--- config.mk ---
export PLATFORM = sky130hd
export DESIGN_NAME = rvvi_frame_packer
export DESIGN_NICKNAME = d
export VERILOG_FILES = /design/src/rtl/rvvi_frame_packer.sv
export SDC_FILE = /design/constraint.sdc
export NUM_CORES = 2
export LEC_CHECK = 0
export BUFFER_PORTS_ARGS = -buffer_cell sky130_fd_sc_hd__buf_2
export CORE_AREA = 2 2 514 516
export DETAILED_ROUTE_END_ITERATION = 7
export DIE_AREA = 0 0 516 518
export SLEW_MARGIN = 30
export SYNTH_ARGS = -nofsm -noshare
export SYNTH_HDL_FRONTEND = slang
export SYNTH_SLANG_ARGS = --single-unit
--- constraint.sdc ---
create_clock -name clk -period 171 [get_ports clk]
set_input_delay 25.65 -clock clk [delete_from_list [all_inputs] [get_ports clk]]
set_output_delay 25.65 -clock clk [all_outputs]
set_load 0.1 [all_outputs]
--- src/rtl/rvvi_frame_packer.sv ---
// rvvi_frame_packer: packs variable-length RVVI trace records into Ethernet
// frames on an AXI4 write-data stream. A frame is a header (MACs, types,
// frame number), one or more records, and a trailer word with the record
// count. Frames close on size limit, idle timeout or Flush, and are separated
// by a programmable gap.
module rvvi_frame_packer #(
    parameter  int DATA_W          = 32,
    parameter  int REC_W           = 1024,
    parameter  int MAX_FRAME_WORDS = 375,
    parameter  int INIT_TIMEOUT    = 4,
    localparam int HDR_WORDS       = 192 / DATA_W,
    localparam int REC_WORDS       = REC_W / DATA_W,
    localparam int RW_W            = $clog2(REC_WORDS + 1)
) (
    input  logic                clk,
    input  logic                reset,
    input  logic [REC_W-1:0]    RecData,
    input  logic [RW_W-1:0]     RecWords,
    input  logic                RecValid,
    output logic                RecReady,
    input  logic                Flush,
    input  logic [47:0]         SrcMac,
    input  logic [47:0]         DstMac,
    input  logic [15:0]         EthType,
    input  logic [15:0]         AckType,
    input  logic [31:0]         IdleTimeout,
    input  logic [31:0]         InterPktGap,
    output logic [DATA_W-1:0]   RvviAxiWdata,
    output logic [DATA_W/8-1:0] RvviAxiWstrb,
    output logic                RvviAxiWlast,
    output logic                RvviAxiWvalid,
    input  logic                RvviAxiWready,
    output logic [63:0]         FrameCount
);

    // Word index must cover both the header (up to 6 words) and a full record.
    localparam int IDX_W = (RW_W > 3) ? RW_W : 3;

    typedef enum logic [2:0] {
        ST_INIT, ST_IDLE, ST_HDR, ST_BODY, ST_OPEN, ST_TRAIL, ST_GAP
    } state_t;

    state_t              state_q;
    logic [31:0]         timer_q;
    logic [63:0]         frame_cnt_q;
    logic [15:0]         used_q;
    logic [15:0]         rec_cnt_q;
    logic [REC_W-1:0]    rec_reg_q;
    logic [RW_W-1:0]     rec_len_q;
    logic [IDX_W-1:0]    idx_q;
    logic                wvalid_q;
    logic                wlast_q;
    logic [DATA_W-1:0]   wdata_q;

    logic [RW_W-1:0]     eff_words;
    logic [31:0]         fit_sum;
    logic                fit;
    logic [191:0]        hdr_vec;
    logic [31:0]         nxt_idx;
    logic [DATA_W-1:0]   hdr_word_d;
    logic [DATA_W-1:0]   rec_word_d;
    logic [DATA_W-1:0]   trail_word_d;
    logic [31:0]         timer_inc;
    logic                handshake;

    // Fit test, next stream words, saturating timer and record-side ready.
    // NOTE: every signal gets a value on every path here, so no latch can be inferred.
    always_comb begin
        eff_words    = (RecWords == '0) ? RW_W'(1) : RecWords;
        fit_sum      = 32'(HDR_WORDS) + 32'(used_q) + 32'(eff_words) + 32'd1;
        fit          = (fit_sum <= 32'(MAX_FRAME_WORDS));
        hdr_vec      = {frame_cnt_q, AckType, EthType, DstMac, SrcMac};
        nxt_idx      = 32'(idx_q) + 32'd1;
        hdr_word_d   = (nxt_idx < 32'(HDR_WORDS)) ? hdr_vec[nxt_idx*DATA_W +: DATA_W] : '0;
        rec_word_d   = (nxt_idx < 32'(REC_WORDS)) ? rec_reg_q[nxt_idx*DATA_W +: DATA_W] : '0;
        trail_word_d = DATA_W'({rec_cnt_q, 16'h5256});
        timer_inc    = (timer_q == '1) ? timer_q : timer_q + 32'd1;
        handshake    = wvalid_q & RvviAxiWready;
        // Ready never looks at Wready: in OPEN no word is in flight.
        RecReady     = (state_q == ST_IDLE) |
                       ((state_q == ST_OPEN) & ~Flush & fit);
    end

    // Frame sequencer with registered stream outputs.
    // NOTE: state is updated with non-blocking assignments so every branch sees pre-edge values.
    always_ff @(posedge clk) begin
        if (reset) begin
            state_q     <= ST_INIT;
            timer_q     <= '0;
            frame_cnt_q <= '0;
            used_q      <= '0;
            rec_cnt_q   <= '0;
            rec_len_q   <= RW_W'(1);
            idx_q       <= '0;
            wvalid_q    <= 1'b0;
            wlast_q     <= 1'b0;
            wdata_q     <= '0;
            // NOTE: rec_reg_q is a pure data holder, always loaded before use, so it is not reset.
        end else begin
            case (state_q)
                ST_INIT: begin
                    if (timer_q == 32'(INIT_TIMEOUT)) state_q <= ST_IDLE;
                    else                              timer_q <= timer_inc;
                end
                ST_IDLE: begin
                    if (RecValid) begin
                        rec_reg_q <= RecData;
                        rec_len_q <= eff_words;
                        rec_cnt_q <= 16'd1;
                        idx_q     <= '0;
                        wvalid_q  <= 1'b1;
                        wdata_q   <= hdr_vec[DATA_W-1:0];
                        state_q   <= ST_HDR;
                    end
                end
                ST_HDR: begin
                    if (handshake) begin
                        if (idx_q == IDX_W'(HDR_WORDS - 1)) begin
                            idx_q   <= '0;
                            wdata_q <= rec_reg_q[DATA_W-1:0];
                            state_q <= ST_BODY;
                        end else begin
                            idx_q   <= idx_q + IDX_W'(1);
                            wdata_q <= hdr_word_d;
                        end
                    end
                end
                ST_BODY: begin
                    if (handshake) begin
                        used_q <= used_q + 16'd1;
                        if (IDX_W'(rec_len_q) == idx_q + IDX_W'(1)) begin
                            wvalid_q <= 1'b0;
                            timer_q  <= '0;
                            state_q  <= ST_OPEN;
                        end else begin
                            idx_q   <= idx_q + IDX_W'(1);
                            wdata_q <= rec_word_d;
                        end
                    end
                end
                ST_OPEN: begin
                    if (!Flush && RecValid && fit) begin
                        rec_reg_q <= RecData;
                        rec_len_q <= eff_words;
                        rec_cnt_q <= rec_cnt_q + 16'd1;
                        idx_q     <= '0;
                        wvalid_q  <= 1'b1;
                        wdata_q   <= RecData[DATA_W-1:0];
                        state_q   <= ST_BODY;
                    end else if (Flush || RecValid || (timer_q == IdleTimeout)) begin
                        // Flush, a record that does not fit, or idle timeout all close the frame.
                        wvalid_q <= 1'b1;
                        wlast_q  <= 1'b1;
                        wdata_q  <= trail_word_d;
                        state_q  <= ST_TRAIL;
                    end else begin
                        timer_q <= timer_inc;
                    end
                end
                ST_TRAIL: begin
                    if (handshake) begin
                        frame_cnt_q <= frame_cnt_q + 64'd1;
                        used_q      <= '0;
                        rec_cnt_q   <= '0;
                        timer_q     <= '0;
                        wvalid_q    <= 1'b0;
                        wlast_q     <= 1'b0;
                        state_q     <= ST_GAP;
                    end
                end
                ST_GAP: begin
                    if (timer_q >= InterPktGap) state_q <= ST_IDLE;
                    else                        timer_q <= timer_inc;
                end
                default: state_q <= ST_INIT;
            endcase
        end
    end

    // A record too large for even an empty frame can never be sent.
    assert property (@(posedge clk) disable iff (reset)
        (RecValid && RecReady) |->
        (32'(HDR_WORDS) + 32'(eff_words) + 32'd1 <= 32'(MAX_FRAME_WORDS)));

    assign RvviAxiWdata  = wdata_q;
    assign RvviAxiWstrb  = '1;
    assign RvviAxiWlast  = wlast_q;
    assign RvviAxiWvalid = wvalid_q;
    assign FrameCount    = frame_cnt_q;

endmodule

# Yosys cells after proc, flatten, opt, wreduce, memory -nomap -nowiden
# Index checks and enable logic that the tools add are counted.
# Widths: inputs -> output; s select.
totals:
  register_bits: 1201
  latchBits: 0
  ram_bits: 0
  mem_bits_ro: 0
  inputBits: 1227
  out_inout_bits: 103
  wordCells: 143
  mem_count: 0
op_classes:
  add_sub_neg: 9
  mul: 0
  div_mod_pow: 0
  n_lt_le_gt_ge: 4
  n_eq_ne: 27
  shifts: 2
  muxes: 59
  bitwise_logic: 6
  reduce_logical: 25
ops:
  columns: ["cell", "count"]
  rows:
  - ["$mux 1024", 2]
  - ["$pmux 1024 s2", 1]
  - ["$shiftx 1024x13->32", 1]
  - ["$mux 32", 17]
  - ["$shiftx 192x13->32", 1]
  - ["$pmux 32 s5", 1]
  - ["$pmux 32 s4", 1]
  - ["$add 64x1->64 const B", 1]
  - ["$mux 16", 4]
  - ["$mux 6", 9]
  - ["$pmux 16 s3", 1]
  - ["$add 16x1->16 const B", 2]
  - ["$add 32x1->32 const B", 1]
  - ["$eq 32x3->1 const B", 1]
  - ["$eq 32x32->1", 1]
  - ["$eq 32x32->1 const B", 1]
  - ["$ge 32x32->1", 1]
  - ["$pmux 16 s2", 1]
  - ["$mux 3", 10]
  - ["$ne 2x2->1 const B", 13]
  - ["$pmux 6 s4", 1]
  - ["$pmux 3 s7", 1]
  - ["$add 18x1->19 const B", 1]
  - ["$le 19x9->1 const B", 1]
  - ["35 further kinds", 58]

# Logic depth before layout (Yosys ltp)
depth:
  depth_word: 8
  ltp_mapped: 17
  mapped_depth_nobuf: 14

# Worst setup path after synthesis
# Ideal clock, no wire load.
synth_timing:
  path_type: "input port to flip-flop"
  start: "input port RecWords[3]"
  end: "register rec_reg_q[0], enable pin"
  setup_ns: 2.445
  t_arrival_ns: 70.883
  t_required_ns: 168.555
  slack_ns: 97.673
  stages: 15
  n_path_buf: 1
  path_cell_list: "nor4_1 > a21oi_1 > ha_1 > inv_1 > ha_1 > fa_1 > a21o_1 > a221oi_1 > o21a_1 > nor2_1 > a311o_1 > nor4_4 > buf_2 > nor2_1 > nor2_1"
synth_via:
  elab_chain_len: 8
synth_lines:
  columns: ["item", "line_no", "source"]
  rows:
  - ["start: declaration", "18", "input logic [RW_W-1:0] RecWords,"]
  - ["$logic_not 6->1", "69", "eff_words = (RecWords == '0) ? RW_W'(1) : RecWords;"]
  - ["$mux 6 *", "69", null]
  - ["$add 17x6->18 *", "70", "fit_sum = 32'(HDR_WORDS) + 32'(used_q) + 32'(eff_words) + 32'd1;"]
  - ["$add 18x1->19 *", "70", null]
  - ["$le 19x9->1 *", "71", "fit = (fit_sum <= 32'(MAX_FRAME_WORDS));"]
  - ["$logic_and 1x1->1 *", "142", "if (!Flush && RecValid && fit) begin"]
  - ["$ne 2x1->1 (no source line) *", null, null]
  - ["$reduce_and 4->1 (no source line) *", null, null]
  - ["end signal: assignment", "107", "rec_reg_q <= RecData;"]
  - ["end signal: assignment", "143", "rec_reg_q <= RecData;"]
  - ["end: declaration", "48", "logic [REC_W-1:0] rec_reg_q;"]
# Every way passes the cells marked *; elsewhere a longest branch is shown, timed or not.
# A chain may end at the register's enable or synchronous reset.

# Worst setup path after layout
layout_timing:
  start: "input port RecWords[5]"
  end: "output port RecReady"
layout_via:
  elab_chain_len: 7
layout_lines:
  columns: ["item", "line_no", "source"]
  rows:
  - ["$logic_not 6->1", "69", null]
  - ["$mux 6 *", "69", null]
  - ["$add 17x6->18 *", "70", null]
  - ["$add 18x1->19 *", "70", null]
  - ["$le 19x9->1 *", "71", null]
  - ["$and 1x1->1 *", "81", "((state_q == ST_OPEN) & ~Flush & fit);"]
  - ["$or 1x1->1 *", "80", "RecReady = (state_q == ST_IDLE) |"]
  - ["end: declaration", "20", "output logic RecReady,"]
# Marks and branches as above.

==> qor.yml <==
status:
  status: "completed"
worst_setup_path:
  cp-end-kind: "output port"
  cp-start-kind: "input port"
  reg2reg_depth: 19
  r2r_start: "used_q[1]$_SDFFE_PP0P_"
  required_ns: 145.35
  cp_max_fo: 6
  criticalPathCategory: "input port to output port"
  cp.arrival_ns: 29.40
  reg2reg_to: "rec_reg_q[565]$_DFFE_PP_"
  r2r_slack_ns: 162.89
sta:
  max_clock_freq_ghz: 0.0182
  tns_ns: 0
  worst_slack_ns: 115.95
  rsz0062_at_grt: "false"
  period_share_pct: 32.2
  clock_skew_ns: 0.103
  worst_pin_slew_ns: 1.13
  layout_min_cycle_time_ns: 55.05
  hold_viol: 0
  drv_slew: 0
  setup_viol: 0
  slew_headroom_pct: 24.6
clocking:
  cts_buffers: 144
  clock-root-buffer: "clkbuf_16"
  cts_tree: "yes"
  htree_levels: 4
  cts.clk_slew.worst_paths_ns: 0.06
  cts_resized: 0
  clock_path_buffers: 4
  numClockSinks: 1201
  post_cts_buffers: 0
  clk_latency_ns: 0.85
  cts_hold_buf: 0
synth:
  netlist.area_leader.share_pct: 59.9
  synth_edf_count: 1024
  synthCells: 3346
  avgSynthCellArea_um2: 15.3
  ys_seq_area_share_pct: 66.8
  yosys_warnings: 0
  synth_area_leaders: "edfxtp_1 60%, mux4_2 11%, dfxtp_1 6.9%"
  yosys.area.top_type: "edfxtp_1"
  synth_cell_type_count: 78
  synthArstFlopShare_pct: 0
  synth_seq_cells: 1201
  dominantRegCellSynth: "edfxtp_1"
  netlist_area_mm2: 0.0513
placed_design:
  place_congestion: 0.896
  pre_cts_ws_ns: 115.99
  dp_hpwl_um: 212000
  dp.cells: 8064
  port_buffers: 1325
  place_area_mm2: 0.0624
detailed_routing:
  vias: 37800
  viasPerCell: 4.51
  firstDrtPassIters: 5
  wire_per_inst_um: 31.4
  wirelength_um: 263000
  drt-initial-drc-count: 3744
  drc: 0
  postRouteAntennaNets: 0
finish:
  finalNetCount: 5977
  multiInputGateArea_mm2: 0.0160
  drive_gt1_share_pct: 40.1
  area_growth_pct: 30.9
  instances_no_fill: 8390
  final_cell_mix: "1,325 x buf_2, 1,024 x edfxtp_1, 247 x mux4_2, 218 x nand2_1, 209 x nor2_1"
  final_area_mm2: 0.0672
  fillers: 27200
  final_common_cell: "buf_2"
  final-seq-area_mm2: 0.0343
floorplanning:
  die_w_um: 516
  start_util_pct: 19.6
  dieArea_mm2: 0.267
  core_mm2: 0.262
  ios: 1330
  rows: 188
  die_h_um: 518
power_and_ir_drop:
  power_mw: 0.805
  powerDensity_mw_per_mm2: 12.0
  vdd_drop_max_mv: 0.00978
  leakage_nw: 23.5
min_path:
  hold_start: "RvviAxiWdata[24]$_SDFFE_PP0P_"
  hold_class: "flop to flop"
  whs_path_depth: 2
  hold_end: "RvviAxiWdata[24]$_SDFFE_PP0P_"
global_route:
  track_usage_pct: 18.9
  grt_pass1_vias: 37700
  grt_start_max_net_pins: 194
  grt_overflow: 0
  grt_pass1_wl_um: 341000
  antenna_found_initial: 194
flow_run:
  cap_violations: 0
## state kept, by name, indices dropped and copies added (netlist names)
name,cells
FrameCount,64
timer_q,32
RvviAxiWvalid,1
rec_reg_q,1024
idx_q,6
rec_len_q,6
used_q,16
RvviAxiWdata,32
state_q,3
RvviAxiWlast,1
rec_cnt_q,16
## cell families (layout without fill, tap and decap cells)
kind of cell | Yosys count | after routing | synth area share, %
adders and majority gates | 52 | 52 | 1.28
AOI/OAI and AO/OA | 580 | 580 | 7.71
xor gates and xnor gates | 99 | 99 | 1.69
buffers and inverters | 287 | 1745 | 2.29
and+or+nand+nor | 776 | 776 | 7.30
other | 1 | 72 | 0.00731
muxes | 350 | 350 | 12.9
DFF | 1201 | 1201 | 66.8
## Yosys cell counts, types with 45 or more instances
master / instances
o21ai_0: 113
mux2i_1: 83
xnor2_1: 61
edfxtp_1: 1024
mux4_2: 247
a21oi_1: 126
buf_2: 59
clkbuf_1: 118
ha_1: 51
nand2_1: 220
inv_1: 78
nand3_1: 76
dfxtp_1: 177
a22oi_1: 45
nor2_1: 214
## layer usage
metal / up-vias / wire (um) / GRT usage, %
met4: 66 / 8610 / 6.66
li1: 16200 / - / -
met2: 2197 / 128000 / 31.9
met1: 18900 / 105000 / 23.3
met5: - / 414 / 0
met3: 472 / 20700 / 4.90
## final cells by class
type / instances / area share (%)
diodes: 68 / 0.253
clock buffers: 176 / 5.68
clock inverters: 79 / 1.11
inverters: 79 / 0.453
multi-input cells: 1861 / 23.9
flip-flops and latches: 1201 / 51.1
well taps: 3515 / 6.55
repair buffers: 1411 / 11.0
## through the flow
step                      hold WS (ns)  util (%)
after floorplan                  0.459         -
after global placement           0.456      23.8
after detailed placement         0.467      23.8
after CTS                        0.475      25.6
after global routing             0.491      25.6
final                            0.475      25.7
## worst max-delay path by stage
stage,from,endpoint
2_1_floorplan,RecWords[3],rec_reg_q[0]$_DFFE_PP_
3_3_place_gp,RecWords[5],RecReady
3_5_place_dp,RecWords[5],RecReady
4_1_cts,RecWords[5],RecReady
5_1_grt,RecWords[5],RecReady
6_report,RecWords[5],RecReady
## critical path, stage by stage
cell,delay [ns]
buf_2,0.11
nor4_1,0.05
a21oi_1,0.22
ha_1,0.19
inv_1,0.04
ha_1,0.21
fa_1,0.41
a21o_1,0.23
a221oi_1,0.65
o21a_1,0.22
nor2_1,0.06
a311oi_2,0.44
nand3_1,0.13
a21oi_1,0.28
buf_2,0.49
## where the power goes
group / total [mW] / switching [mW] / internal, mW
clock network: 0.304 / 0.132 / 0.173
logic: 0.142 / 0.101 / 0.0410
registers: 0.359 / 0.0110 / 0.348
total: 0.805 / 0.243 / 0.562
No activity file was read; power rests on OpenSTA's default activity.
